===== config.mk =====
export PLATFORM = sky130hd
export DESIGN_NAME = rf_operand_fetch
export DESIGN_NICKNAME = d
export VERILOG_FILES = /design/src/rtl/rf_operand_fetch.sv
export SDC_FILE = /design/constraint.sdc
export NUM_CORES = 1
export LEC_CHECK = 0
export ABC_AREA = 1
export BUFFER_PORTS_ARGS = -buffer_cell sky130_fd_sc_hd__clkbuf_2
export CAP_MARGIN = 20
export CORE_UTILIZATION = 45
export DETAILED_ROUTE_END_ITERATION = 8
export GPL_ROUTABILITY_DRIVEN = 0
export PLACE_DENSITY = 0.7
export SLEW_MARGIN = 30
export SYNTH_ARGS = -nofsm -noshare
export SYNTH_HDL_FRONTEND = slang
export SYNTH_SLANG_ARGS = --single-unit

===== constraint.sdc =====
create_clock -name clk -period 3.54 [get_ports clk]
set_clock_uncertainty 0.2 [all_clocks]
set_input_delay 0.177 -clock clk [delete_from_list [all_inputs] [get_ports clk]]
set_output_delay 0.177 -clock clk [all_outputs]
set_load 0.02 [all_outputs]

===== src/rtl/rf_operand_fetch.sv =====
// rf_operand_fetch
//   ID-stage operand fetch. Drives the register-file read addresses, picks
//   each source operand from the RF or the EX/MEM/WB result buses, tracks
//   in-flight writes per register with a small scoreboard, stalls on
//   load-use and on hazards that cannot be forwarded, and registers the
//   resolved operands into an ID/EX stage with a valid/ready handshake.
//
// Ports
//   clk, rst                 clock, synchronous active-high reset
//   in_valid / in_ready      decoded instruction handshake from IF/ID
//   in_rs, in_rt             source registers; in_use_rs/in_use_rt: actually read
//   in_rd, in_wr, in_load    destination, writes-rd flag, load flag
//   rf_rs_addr, rf_rt_addr   RF read addresses (= in_rs / in_rt)
//   rf_rs_data, rf_rt_data   RF read data (combinational)
//   ex_wr/ex_load/ex_rd/ex_data   EX stage result bus
//   mem_wr/mem_rd/mem_data        MEM stage result bus
//   wb_wr/wb_rd/wb_data           WB bus (also the RF write port)
//   out_valid / out_ready    ID/EX handshake towards EX
//   out_rs_val, out_rt_val   resolved operands
//   out_rd, out_wr, out_load passed-through control
//
// Configuration macro
//   WB_FWD_EN  when defined, a WB match forwards wb_data explicitly (needed if
//              the RF write moves to posedge). Otherwise a WB match reads the
//              RF, which was already written on the preceding negedge.

module rf_operand_fetch #(
    parameter int ADDR_W = 5,
    parameter int DATA_W = 32,
    parameter int CNT_W  = 2
) (
    input  logic              clk,
    input  logic              rst,
    input  logic              in_valid,
    output logic              in_ready,
    input  logic [ADDR_W-1:0] in_rs,
    input  logic [ADDR_W-1:0] in_rt,
    input  logic              in_use_rs,
    input  logic              in_use_rt,
    input  logic [ADDR_W-1:0] in_rd,
    input  logic              in_wr,
    input  logic              in_load,
    output logic [ADDR_W-1:0] rf_rs_addr,
    output logic [ADDR_W-1:0] rf_rt_addr,
    input  logic [DATA_W-1:0] rf_rs_data,
    input  logic [DATA_W-1:0] rf_rt_data,
    input  logic              ex_wr,
    input  logic              ex_load,
    input  logic [ADDR_W-1:0] ex_rd,
    input  logic [DATA_W-1:0] ex_data,
    input  logic              mem_wr,
    input  logic [ADDR_W-1:0] mem_rd,
    input  logic [DATA_W-1:0] mem_data,
    input  logic              wb_wr,
    input  logic [ADDR_W-1:0] wb_rd,
    input  logic [DATA_W-1:0] wb_data,
    output logic              out_valid,
    input  logic              out_ready,
    output logic [DATA_W-1:0] out_rs_val,
    output logic [DATA_W-1:0] out_rt_val,
    output logic [ADDR_W-1:0] out_rd,
    output logic              out_wr,
    output logic              out_load
);

    localparam int NREG = 2 ** ADDR_W;

    logic [CNT_W-1:0]  count [NREG];
    logic [NREG-1:0]   inc_vec;
    logic [NREG-1:0]   dec_vec;

    logic rs_ex, rs_mem, rs_wb;
    logic rt_ex, rt_mem, rt_wb;
    logic rs_hazard, rt_hazard, saturation;
    logic accept;
    logic [DATA_W-1:0] rs_val, rt_val;

    // A bus hit only counts for a nonzero register with its write flag set.
    function automatic logic bus_hit(input logic wr, input logic [ADDR_W-1:0] rd,
                                     input logic [ADDR_W-1:0] src);
        return wr && (rd == src) && (src != '0);
    endfunction

    assign rf_rs_addr = in_rs;
    assign rf_rt_addr = in_rt;

`ifndef WB_FWD_EN
    // wb_data only feeds the RF in this build; keep it visibly consumed.
    logic unused_wb_data;
    assign unused_wb_data = ^wb_data;
`endif

    always_comb begin
        rs_ex  = bus_hit(ex_wr,  ex_rd,  in_rs);
        rs_mem = bus_hit(mem_wr, mem_rd, in_rs);
        rs_wb  = bus_hit(wb_wr,  wb_rd,  in_rs);
        rt_ex  = bus_hit(ex_wr,  ex_rd,  in_rt);
        rt_mem = bus_hit(mem_wr, mem_rd, in_rt);
        rt_wb  = bus_hit(wb_wr,  wb_rd,  in_rt);

        // Priority EX > MEM > WB > RF; register 0 is hard-wired to zero.
        rs_val = rf_rs_data;
        if (in_rs == '0)  rs_val = '0;
        else if (rs_ex)   rs_val = ex_data;
        else if (rs_mem)  rs_val = mem_data;
`ifdef WB_FWD_EN
        else if (rs_wb)   rs_val = wb_data;
`endif

        rt_val = rf_rt_data;
        if (in_rt == '0)  rt_val = '0;
        else if (rt_ex)   rt_val = ex_data;
        else if (rt_mem)  rt_val = mem_data;
`ifdef WB_FWD_EN
        else if (rt_wb)   rt_val = wb_data;
`endif

        // A pending count with no bus carrying the producer means the value
        // is somewhere the buses cannot see yet.
        rs_hazard = in_use_rs && (in_rs != '0) &&
                    ((out_valid && out_wr && (out_rd == in_rs)) ||
                     (rs_ex && ex_load) ||
                     ((count[in_rs] != '0) && !rs_ex && !rs_mem && !rs_wb));
        rt_hazard = in_use_rt && (in_rt != '0) &&
                    ((out_valid && out_wr && (out_rd == in_rt)) ||
                     (rt_ex && ex_load) ||
                     ((count[in_rt] != '0) && !rt_ex && !rt_mem && !rt_wb));

        saturation = in_wr && (in_rd != '0) && (count[in_rd] == '1);

        in_ready = (!out_valid || out_ready) && !rs_hazard && !rt_hazard && !saturation;
        accept   = in_valid && in_ready;

        inc_vec = '0;
        dec_vec = '0;
        if (accept && in_wr) inc_vec[in_rd] = 1'b1;
        if (wb_wr)           dec_vec[wb_rd] = 1'b1;
        inc_vec[0] = 1'b0;
        dec_vec[0] = 1'b0;
    end

    always_ff @(posedge clk) begin
        if (rst) begin
            out_valid  <= 1'b0;
            out_rs_val <= '0;
            out_rt_val <= '0;
            out_rd     <= '0;
            out_wr     <= 1'b0;
            out_load   <= 1'b0;
        end else if (accept) begin
            out_valid  <= 1'b1;
            out_rs_val <= rs_val;
            out_rt_val <= rt_val;
            out_rd     <= in_rd;
            out_wr     <= in_wr;
            out_load   <= in_load;
        end else if (out_valid && out_ready) begin
            out_valid  <= 1'b0;
        end
    end

    // Simultaneous issue and retire on one register cancel out; a retire of
    // a write issued before reset finds the counter at 0 and is dropped.
    always_ff @(posedge clk) begin
        if (rst) begin
            for (int unsigned i = 0; i < NREG; i++) count[i] <= '0;
        end else begin
            for (int unsigned i = 0; i < NREG; i++) begin
                if (inc_vec[i] && !dec_vec[i])
                    count[i] <= count[i] + CNT_W'(1);
                else if (dec_vec[i] && !inc_vec[i] && (count[i] != '0))
                    count[i] <= count[i] - CNT_W'(1);
            end
        end
    end

endmodule

# --- Word-level counts from Yosys, hierarchy flattened ---
# Memories as Yosys holds them, arrays and structs flattened.
# Cells that the tools add are included.
op_classes:
  muxes: 295
  eq_ne: 9
  bitwise_logic: 62
  n_addsub: 62
  reduce_logical: 246
  order_cmp: 4
ops:
  columns: ["op", "count"]
  rows:
  - ["two-way mux 32 bit", 8]
  - ["two-way mux 1 bit", 223]
  - ["logical AND 1 bit", 130]
  - ["two-way mux 2 bit", 62]
  - ["logical NOT 1 bit", 72]
  - ["nonzero test 2 bit", 34]
  - ["adder 2 x 1 -> 2 bit (second input constant)", 31]
  - ["OR 1 bit", 62]
  - ["subtractor 2 x 1 -> 2 bit (second input constant)", 31]
  - ["== test 5 bit", 8]
  - ["nonzero test 5 bit", 3]
  - ["< comparator 5 x 6 -> 1 bit (second input constant)", 2]
  - ["demux 1 bit (select 5 bit)", 2]
  - [">= comparator 5 x 1 -> 1 bit (second input constant)", 2]
  - ["logical NOT 5 bit", 2]
  - ["logical OR 1 bit", 5]
  - ["== test 2 bit (second input constant)", 1]
totals:
  regBits: 72
  mem_bits_rw: 64
  n_memories: 1
  out_inout_bits: 83
  inputBits: 202
  wordCells: 685
mem_list:
  columns: ["name", "words", "word_bits", "read_ports", "rd_ports_with_merged_regs", "wr", "line", "source"]
  rows:
  - ["count", 32, 2, 34, 0, 32, "68", "logic [CNT_W-1:0] count [NREG];"]

# --- Depth between registers and ports, before layout ---
logic_depth:
  ltp_word: 24
  ltp_mapped: 21
  depth_no_buf: 20

# --- Least setup slack after synthesis ---
# Ideal clock, no wire load.
synth_path:
  kind: "register -> register"
  startpoint: "memory count[4][0]"
  endpoint: "memory count[24][0] (enable)"
  required_ns: 3.039
  n_path_buf: 2
  stages_incl_launch_ff: 17
  period_less_slack_ns: 2.543
  path_slack_ns: 0.997
  arrival_time_ns: 2.042
  setup_time_ns: 0.301
  path_cell_list: "edfxtp_1 or2_2 nand2_1 nand3_1 nor2_1 nor2_1 nand2_1 nand2_1 nand3_1 nand2_1 nand2_1 nand4_4 nor2_4 buf_4 buf_4 nand3_1 nand3_1"
synth_lines:
  columns: ["item", "line"]
  rows:
  - ["start, declared", "68"]

# --- Worst setup path after layout ---
layout_path:
  startpoint: "input port in_rs[1]"
  endpoint: "register out_rs_val[18]"
layout_via:
  elab_chain_len: 14
  elab_cells_between_ends: 34
  classes_between: "eq/ne: 4; mux: 3; reduce/logical: 26; memory: 1"
layout_lines:
  columns: ["item", "line", "source"]
  rows:
  - ["start, declared", "36", "input logic [ADDR_W-1:0] in_rs,"]
  - ["branches (longest 14 deep; another with memory (32 x 2 bit))", null, null]
  - ["end signal, assigned", "152", "out_rs_val <= rs_val;"]
  - ["end, declared", "59", "output logic [DATA_W-1:0] out_rs_val,"]
# Parallel ways; which one is timed is not known.
# A chain may end at the register's enable or synchronous reset.

==> results.md <==
* Status: finished, violations left
* Failing checks: DRC, hold timing
* Synth top area cells: nand2_1 (19%), edfxtp_1 (18%), dfxtp_1 (14%), nor2_1 (7.8%), nand3_1 (6.8%)
* Slowest library cell on the worst path: dlygate4sd3_1
* Switching portion of total power at 0.343
* Final Critical Period at 3.36 ns
* Critical path endpoint category: flop
* Vias/cell at between 5 and 6
* Sequential power share at 0.377
* Worst setup margin at 0.176 ns
* Pwr Total at 4.92 mW
* Final nets at 2110
* Initial antenna violation count at 5
* Die Y at approximately 150 µm
* Initial Util at 0.463
* Area Growth Syn to Fin at 30.7%
* # placed instances at around 2100
* Maximum clock rate at 0.297 GHz
* Num rows at 54
* Vias at approximately 13000
* Global-route wire length before repair at 63000 µm
* Cell breakdown of the critical path: clkbuf_2 > buf_4 > nor2_4 > nand3_2 > inv_2 > nor3_1 > nand2_1 > buf_4 > inv_1 > buf_4 > nand2_1 > nand3_1 > dlygate4sd3_1 > o211ai_1 > dlygate4sd3_1 > a211oi_1
* Worst Tran Pin Value at around 0.87 ns
* Max-cap viol count at 0
* Syn_area_per_cell at 6.41 µm²
* Post-Syn Area at 10200 µm²
* H-tree Lvls at 4
* Static Leak at 6.22 nW
* Final period util at 0.950
* Pint at between 3 and 4 mW
* Netlist cell types at 38
* Crit-path most repeated cell: buf_4
* Wire per inst at 18.5 µm
* Routed wire length at 40900 µm
* Layout cells sized above 1 at 0.194
* Mapped Nets at around 1800
* Synth top cells by count: nand2_1 (510), nor2_1 (212), nand3_1 (139), inv_1 (109), a21oi_1 (85)
* Hold crit path type: input port to flop
* Chip Width at 152 µm
* # DRC at 6
* Clock power share at 0.357
* Largest stage delay on the critical path at about 0.59 ns
* Clock sink total at 134
* P_sw at 1.69 mW
* Seq/Total Area, Yosys at 0.325
* Clock Root Buffer: clkbuf_16
* Post-CTS Setup Bufs at 0
* DP Worst Slack at 0.260 ns
* CTS Buffer Depth at 2
* Largest net degree at the start of global routing at a little over 90
* Clk slew on worst S/H paths at 0.06 ns
* Routed Antenna Nets at 0
* Cells after synthesis at 1587
* Flops & latches, synth at 134
* Slew Viols, Final at 0
* CP Launch Type: input port
* Area leader, netlist: nand2_1
* CP Data Arrival Time at 3.44 ns
* EDFF count, synth at 62
* Post-synth ARST share at 0
* GRT Residual Overflow at 0
* Slew HR at 0.420
* Drt first pass iters at 9
* Ys Warns at 0
* Count leader, synth: nand2_1
* Critical path fanouts, max at 33
* Top_reg_cell synth: dfxtp_1
* Vias in the first global route at between 10000 and 15000
* Setup CP Type: input port to flop
* Final hold slack at -0.00567 ns
* CTS tree: built
* HPWL after detailed placement at 28800 µm
* Worst vdd ir at approximately 0.31 mV
* Delay-heaviest family, CP: buffers and inverters
* Synth top area share at 0.188
* Final core occ at 0.605
* Final setup violating endpoints at 0
* Crit path buf inv count at 8
* Cts bufs inserted at 17
* RSZ-0062 raised after global routing: no
* Clk Latency, worst-skew pair at roughly 0.43 ns
* I/O Buffers at 252
* Core area at 22000 µm²
* DIE AREA at about 23000 µm²
* Fin cells at approximately 2200
* Combinational Power Share at 0.266
* Fin. Hold Viols at 1
* Pwr dens at 370 nW/µm²
* GRT Util Overall at 0.344
* Critical Path RT at 3.61 ns
* 1st-iter DRT viols at 1208
* # IOs at 285
-- kinds of logic after synthesis --
kind of cell,Yosys count,share of synthesized area
AND/OR/NAND/NOR,945,0.388
buffers and inverters,228,0.0972
AO/OA/AOI/OAI,221,0.134
flip-flops,134,0.325
multiplexers,32,0.0315
XOR/XNOR,26,0.0224
adder cells (fa/ha/maj),1,0.00123
-- stage by stage --
step           cell area, µm²  TNS, ns
3_5_place_dp            11800        0
5_1_grt                 13300        0
3_3_place_gp            11700  -0.0587
6_report                13300        0
4_1_cts                 13300        0
2_1_floorplan           10200        0
-- final timing paths --
path / from / endpoint / slack (ns) / cells past startpoint
worst max-delay path: in_rs[1] / out_rs_val[18]$_SDFFE_PP0N_ / 0.18 / 16
worst min-delay path: rf_rs_data[5] / out_rs_val[5]$_SDFFE_PP0N_ / -0.006 / 5
worst max register to register: count[13][0]$_SDFFCE_PN0P_ / count[15][0]$_SDFFCE_PN0P_ / 0.27 / 16
worst min register to register: out_rt_val[2]$_SDFFE_PP0N_ / out_rt_val[2]$_SDFFE_PP0N_ / 0.27 / 2
-- cell type report --
cell class	count	area, µm²
Antenna cell	6	15.0
Clock buffer	21	483
Clock inverter	11	83.8
Fill cell	1984	8670
Inverter	127	477
Multi-Input combinational cell	1226	5900
Sequential cell	134	3300
Tap cell	280	350
Timing Repair Buffer	401	2680
-- flip-flops by register name, summed over array words and instances (netlist names) --
register    count
count          62
out_rs_val     32
out_rt_val     32
out_rd          5
out_load        1
out_valid       1
out_wr          1
-- timing repair --
item	in CTS	in global routing
endpoints found under the hold margin	60	0
endpoints found under the setup margin	0	30
resized for setup	0	2
hold buffers	94	0
-- metal layers --
layer	vias to the layer above	global-route usage	share of wire
met1	5736	0.421	0.38
met4	0	0.206	0.057
li1	5943	-	-
met2	872	0.560	0.45
met5	-	0	0
met3	181	0.0666	0.11
-- worst min-delay path: cells and delay by family --
kind | cells | cell delay, ns
AND/OR/NAND/NOR | 2 | 0.13
AO/OA/AOI/OAI | 2 | 0.18
buffers and inverters | 1 | 0.08
-- power by group through the flow --
stage	registers (mW)	logic [mW]	clock network, mW
after CTS	1.85	1.27	1.75
final	1.85	1.31	1.76
after floorplan	1.96	0.643	0
after global routing	1.87	1.41	1.82
after detailed placement	1.88	1.17	0
after global placement	1.88	1.15	0
-- cell usage in the layout, fill, tap and decap left out, drive strengths merged, types with 5 or more instances in the layout --
master / instances
a211oi: 22
a21oi: 85
a31oi: 7
buf: 56
clkbuf: 272
clkinv: 6
dfxtp: 72
diode: 6
dlygate4sd3: 94
edfxtp: 62
inv: 132
mux2i: 32
nand2: 511
nand3: 143
nand4: 25
nor2: 218
nor3: 29
nor4: 14
o2111ai: 33
o211ai: 27
o21ai: 42
o22ai: 5
xnor2: 11
xor2: 15
(Power assumes the default switching activity.)
